File: src/rtl/hart_scheduler.sv
// rtl/hart_scheduler.sv - hazard-aware dispatch hart scheduler with round-robin or fixed-priority pick
module hart_scheduler #(
    parameter int NUM_HARTS    = 4,
    parameter int HART_W       = $clog2(NUM_HARTS),
    parameter int MODE         = 0,
    parameter int FLUSH_CYCLES = 2,
    parameter int MASTER_HART  = 0
) (
    input  logic                 clk,
    input  logic                 rst,
    input  logic                 enable_i,
    input  logic [NUM_HARTS-1:0] request_i,
    input  logic [NUM_HARTS-1:0] hart_en_i,
    input  logic                 ld_issue_i,
    input  logic [HART_W-1:0]    ld_issue_hart_i,
    input  logic                 ld_done_i,
    input  logic [HART_W-1:0]    ld_done_hart_i,
    input  logic                 redirect_i,
    input  logic [HART_W-1:0]    redirect_hart_i,
    output logic [HART_W-1:0]    gnt_o,
    output logic                 gnt_valid_o,
    output logic [HART_W-1:0]    nxt_o,
    output logic                 nxt_valid_o,
    output logic [NUM_HARTS-1:0] stalled_o,
    output logic                 protocol_err_o
);

    typedef enum logic [1:0] {READY = 2'd0, LD_WAIT = 2'd1, FLUSH = 2'd2} hart_state_t;

    localparam logic [3:0] CNT_LOAD = 4'(FLUSH_CYCLES - 1);

    hart_state_t          state_q [NUM_HARTS];
    hart_state_t          state_d [NUM_HARTS];
    logic [3:0]           cnt_q   [NUM_HARTS];
    logic [3:0]           cnt_d   [NUM_HARTS];
    logic [NUM_HARTS-1:0] pend_q, pend_d;
    logic [NUM_HARTS-1:0] issue_hit, done_hit, redir_hit, eligible;
    logic [HART_W-1:0]    gnt_q, nxt_hart;
    logic                 gnt_valid_q, nxt_valid, err_q, err_d;

    // Wrap by explicit compare so non power-of-two hart counts never alias.
    function automatic int wrap_idx(input int base, input int k);
        int sum;
        sum = base + k;
        if (sum >= NUM_HARTS) sum = sum - NUM_HARTS;
        return sum;
    endfunction

    always_comb begin : decode
        issue_hit = '0;
        done_hit  = '0;
        redir_hit = '0;
        eligible  = '0;
        for (int h = 0; h < NUM_HARTS; h++) begin
            issue_hit[h] = ld_issue_i && (ld_issue_hart_i == HART_W'(h));
            done_hit[h]  = ld_done_i  && (ld_done_hart_i  == HART_W'(h));
            redir_hit[h] = redirect_i && (redirect_hart_i == HART_W'(h));
            eligible[h]  = request_i[h] && hart_en_i[h] && (state_q[h] == READY);
        end
    end

    always_comb begin : hazard_next
        pend_d = pend_q;
        // An ld_done matching no hart (out-of-range index) is always illegal.
        err_d  = ld_done_i && (done_hit == '0);
        for (int h = 0; h < NUM_HARTS; h++) begin
            state_d[h] = state_q[h];
            cnt_d[h]   = cnt_q[h];
            case (state_q[h])
                READY: begin
                    if (issue_hit[h]) begin
                        state_d[h] = LD_WAIT;
                        pend_d[h]  = redir_hit[h];
                    end else if (redir_hit[h]) begin
                        state_d[h] = FLUSH;
                        cnt_d[h]   = CNT_LOAD;
                    end
                    if (done_hit[h]) err_d = 1'b1;
                end
                LD_WAIT: begin
                    if (done_hit[h] && !issue_hit[h]) begin
                        if (pend_q[h] || redir_hit[h]) begin
                            state_d[h] = FLUSH;
                            cnt_d[h]   = CNT_LOAD;
                            pend_d[h]  = 1'b0;
                        end else begin
                            state_d[h] = READY;
                        end
                    end else if (redir_hit[h]) begin
                        pend_d[h] = 1'b1;
                    end
                end
                FLUSH: begin
                    if (redir_hit[h])          cnt_d[h]   = CNT_LOAD;
                    else if (cnt_q[h] == 4'd0) state_d[h] = READY;
                    else                       cnt_d[h]   = cnt_q[h] - 4'd1;
                    if (done_hit[h]) err_d = 1'b1;
                end
                default: state_d[h] = READY;
            endcase
        end
    end

    // Loops run from the back of the search order so the first hit overwrites last.
    always_comb begin : pick
        nxt_hart  = gnt_q;
        nxt_valid = 1'b0;
        if (MODE == 1) begin
            for (int h = NUM_HARTS - 1; h >= 0; h--) begin
                if (eligible[h]) begin
                    nxt_hart  = HART_W'(h);
                    nxt_valid = 1'b1;
                end
            end
        end else begin
            for (int k = NUM_HARTS; k >= 1; k--) begin
                if (eligible[wrap_idx(int'(gnt_q), k)]) begin
                    nxt_hart  = HART_W'(wrap_idx(int'(gnt_q), k));
                    nxt_valid = 1'b1;
                end
            end
        end
    end

    always_ff @(posedge clk) begin
        if (rst) begin
            gnt_q       <= HART_W'(MASTER_HART);
            gnt_valid_q <= 1'b0;
            err_q       <= 1'b0;
            pend_q      <= '0;
            for (int h = 0; h < NUM_HARTS; h++) begin
                state_q[h] <= READY;
                cnt_q[h]   <= 4'd0;
            end
        end else begin
            if (enable_i) begin
                gnt_q       <= nxt_hart;
                gnt_valid_q <= nxt_valid;
            end
            err_q  <= err_d;
            pend_q <= pend_d;
            for (int h = 0; h < NUM_HARTS; h++) begin
                state_q[h] <= state_d[h];
                cnt_q[h]   <= cnt_d[h];
            end
        end
    end

    always_comb begin : stall_map
        stalled_o = '0;
        for (int h = 0; h < NUM_HARTS; h++) stalled_o[h] = (state_q[h] != READY);
    end

    assign gnt_o          = gnt_q;
    assign gnt_valid_o    = gnt_valid_q;
    assign nxt_o          = nxt_hart;
    assign nxt_valid_o    = nxt_valid;
    assign protocol_err_o = err_q;

endmodule

File: config.mk
export PLATFORM = sky130hd
export DESIGN_NAME = hart_scheduler
export DESIGN_NICKNAME = d
export VERILOG_FILES = /design/src/rtl/hart_scheduler.sv
export SDC_FILE = /design/constraint.sdc
export NUM_CORES = 1
export LEC_CHECK = 0
export BUFFER_PORTS_ARGS = -buffer_cell sky130_fd_sc_hd__buf_4
export CAP_MARGIN = 20
export CORE_MARGIN = 2
export CORE_UTILIZATION = 30
export CTS_BUF_LIST = sky130_fd_sc_hd__clkbuf_4
export CTS_CLUSTER_SIZE = 28
export DETAILED_ROUTE_END_ITERATION = 6
export PLACE_DENSITY = 0.56
export SLEW_MARGIN = 20
export SYNTH_ARGS = -nofsm -noshare
export SYNTH_HDL_FRONTEND = slang
export SYNTH_SLANG_ARGS = --single-unit
File: constraint.sdc
create_clock -name clk -period 3.4 [get_ports clk]
set_input_delay 0.17 -clock clk [delete_from_list [all_inputs] [get_ports clk]]
set_output_delay 0.17 -clock clk [all_outputs]
set_load 0.03 [all_outputs]
==> impl_summary.txt <==
----------------------------------------------------
[STA]
  Post-route clock skew ... 0.00645 ns
  Minimum clock period after layout ... 2.10 ns
  Final-report max-slew violation count ... 0
  Hold Vio Cnt, Final ... 0
  # setup viols final ... 0
  Setup repair after global routing missed its margin ... false
  Maximum operating frequency ... 476 MHz
  Tightest slew margin relative to the limit ... 57.7%
  Slew at the pin closest to its max-slew limit ... 0.633 ns
  Tcrit/Tclk final ... 61.8%
  Final sum of negative setup slack ... 0 ns

[Power]
  Leakage power of the design ... 0.917 nW
  Final total power ... 0.822 mW
  Power per standard cell area ... 352 nW/um^2
  VDD IR max ... 176 uV

[Critical path]
  Beginning of the critical path ... state_q[0][1]
  Critical path peak fanout ... 13
  Worst setup EP type ... output port
  Required time at the endpoint of the critical path ... 3.23 ns
  Largest incremental delay on the critical path ... 0.55 ns
  Worst-path cell with the longest stage delay ... sky130_fd_sc_hd__nor4bb_1
  Crit path arrival time ... 1.93 ns
  Cell-by-cell trace of the critical path ... nor4bb_1, a21oi_1, o31a_1, buf_4
  Worst Setup Start Kind ... flop
  Crit Reg-Reg Startpoint ... cnt_q[1][0]
  Setup CP Type ... reg2out

[Final layout]
  Area taken by flip-flops and latches ... 641 um^2
  Final-layout fill cell count ... 666
  Syn-to-layout area delta ... 16.7%
  Multi-input logic area ... 1260 um^2
  Fraction of layout cells with a size suffix above 1 ... 19.7%
  Number of nets in the layout ... 296
  Number of antenna cells inserted ... 0

[Detailed routing]
  Drt drc ... 0
  Count of TritonRoute iterations in the first routing pass ... 4
  DR vias/cell ... 5.56
  Vias ... 1925
  WL final ... 4950 um
  DR iter-0 viols ... 73
  Final ANT Viol Nets ... 0
  Average routed wire per standard cell ... 14.3 um

[Yosys]
  Portion of the post-synthesis area used by sequential elements ... 32.0%
  Fraction of registers with async set/reset ... 0%
  Area of the mapped netlist ... 2000 um^2
  Number of flops mapped to enable cells by yosys ... 0
  Top cell type by total area after synthesis ... sky130_fd_sc_hd__dfxtp_1
  Number of synthesis warnings ... 0
  Largest cells by area after synthesis ... sky130_fd_sc_hd__dfxtp_1, sky130_fd_sc_hd__ha_1, sky130_fd_sc_hd__nor3_1
  Fraction of synthesized cell area taken by the top area cell type ... 32.0%
  Post-synthesis area per instance ... 8.27 um^2
  Most instantiated library cell after synthesis ... sky130_fd_sc_hd__dfxtp_1
  Netlist cell types ... 55
  Mapped Nets ... 270
  Cells after Synth ... 242
  Post-synthesis sequential element count ... 32
  Primary FF master, synth ... sky130_fd_sc_hd__dfxtp_1
  Leading post-synthesis cells by instance count ... sky130_fd_sc_hd__dfxtp_1, sky130_fd_sc_hd__nor3_1, sky130_fd_sc_hd__a21oi_1

[Floorplanning]
  Horizontal die dimension ... 85.7 um
  Initial Utilization ... 31.3%
  Core area ... 6390 um^2
  Die Area ... 7340 um^2
  Number of rows created at floorplan ... 29
  Boundary Pins ... 31
  Vertical extent of the die ... 85.7 um

[CTS]
  Bufs on Longest Clock Path ... 2
  Clock input transition at the sequential cells of the worst setup and hold paths ... 0.10 ns
  Number of buffers added to fix hold violations after cts ... 0
  TritonCTS clock tree ... done
  Clk Tree Root Cell ... sky130_fd_sc_hd__clkbuf_4
  H-tree depth ... 2
  Insertion delay to the later sink of the worst-skew pair ... 0.33 ns
  Number of gates given a new drive strength after cts ... 0
  Post-CTS Repair Setup Buffers ... 0
  Number of buffers created by CTS ... 5
  Count of clock tree sinks ... 32

[GRT]
  Grt ovf ... 0
  Overall track demand over capacity in global routing ... 13.6%
  Largest net degree at the start of global routing ... 25
  First-pass GRT wire length ... 7960 um
  Initial antenna violation count ... 0
  Via count of the first global-routing pass ... 1694

[Min path]
  Classification of the worst-slack hold path ... in2reg
  Worst Min Path Start ... enable_i

[Place]
  Detailed placer's ending HPWL ... 3620 um
  PortBufs ... 30
  Placer congestion estimate ... 0.783

[Outcome]
  Result of the run ... completed

[Flow run]
  Maxcap violations ... 0

----------------------------------------------------
sequential cells by signal (all words and copies together), names as in the netlist:
| signal | count |
|---|---|
| cnt_q | 16 |
| state_q | 8 |
| gnt_o | 2 |
| gnt_valid_o | 1 |
| pend_q | 4 |
| protocol_err_o | 1 |
cell type report:
type | instances | area share, %
tap | 77 | 4.13
sequential | 32 | 27.4
multi-input combinational | 183 | 53.8
timing repair buffer | 30 | 9.65
clock buffer | 7 | 2.25
inverter | 16 | 2.57
clock inverter | 1 | 0.161
logic make-up (layout without fill, tap and decap cells):
| family | after synthesis | after routing | share of synthesized area, % |
|---|---|---|---|
| AND/OR/NAND/NOR | 106 | 106 | 32.5 |
| AO/OA/AOI/OAI | 66 | 66 | 23.2 |
| flip-flops | 32 | 32 | 32.0 |
| buffers and inverters | 27 | 54 | 5.19 |
| adder cells (fa/ha/maj) | 8 | 8 | 5.00 |
| multiplexers | 3 | 3 | 2.13 |
worst max-delay path, delay by kind of cell, from the launching register on:
kind                   cells  cell delay (ns)
DFF                        1             0.44
and+or+nand+nor            1             0.55
buffers and inverters      1             0.17
AOI/OAI and AO/OA          2             0.44
layout by cell type (no fill, tap or decap), drive strengths merged, types with 7 or more instances in the layout:
| master | count |
|---|---|
| nor3b | 7 |
| nor3 | 20 |
| inv | 16 |
| nand2 | 11 |
| dfxtp | 32 |
| a21oi | 18 |
| nand3b | 8 |
| buf | 30 |
| nor2 | 17 |
| clkbuf | 7 |
| ha | 8 |
through the flow:
step | setup WS, ns | hold WS (ns) | instances | instance area [um^2] | utilization, %
floorplan | 1.77 | 0.266 | 242 | 2000 | -
global placement | 1.69 | 0.406 | 338 | 2280 | 35.7
detailed placement | 1.65 | 0.401 | 338 | 2280 | 35.7
CTS | 1.28 | 0.0471 | 346 | 2330 | 36.6
global route | 1.16 | 0.0538 | 346 | 2330 | 36.6
finish | 1.30 | 0.0605 | 346 | 2330 | 36.6
routing by layer:
metal	wire length, um	vias to the layer above	track usage (%)	part of all wire, %
li1	-	970	-	-
met1	2390	913	17.9	48
met2	2290	37	21.8	46
met3	224	5	3.46	4.5
met4	45	0	4.33	0.91
met5	0	-	0	0
where the power goes:
part	leakage, nW	total (mW)	switching, mW	internal (mW)
combinational	0.623	0.186	0.106	0.0801
sequential	0.260	0.408	0.0196	0.388
clock	0.0338	0.228	0.132	0.0955
total	0.917	0.822	0.258	0.564
worst paths after layout:
kind	end	slack, ns	cells past startpoint
setup reg to reg	cnt_q[1][2]	1.56	6
setup / recovery	nxt_o[1]	1.30	4
hold / removal	gnt_valid_o	0.06	2
hold reg to reg	gnt_valid_o	0.50	2
No activity file was read; power rests on OpenSTA's default activity.
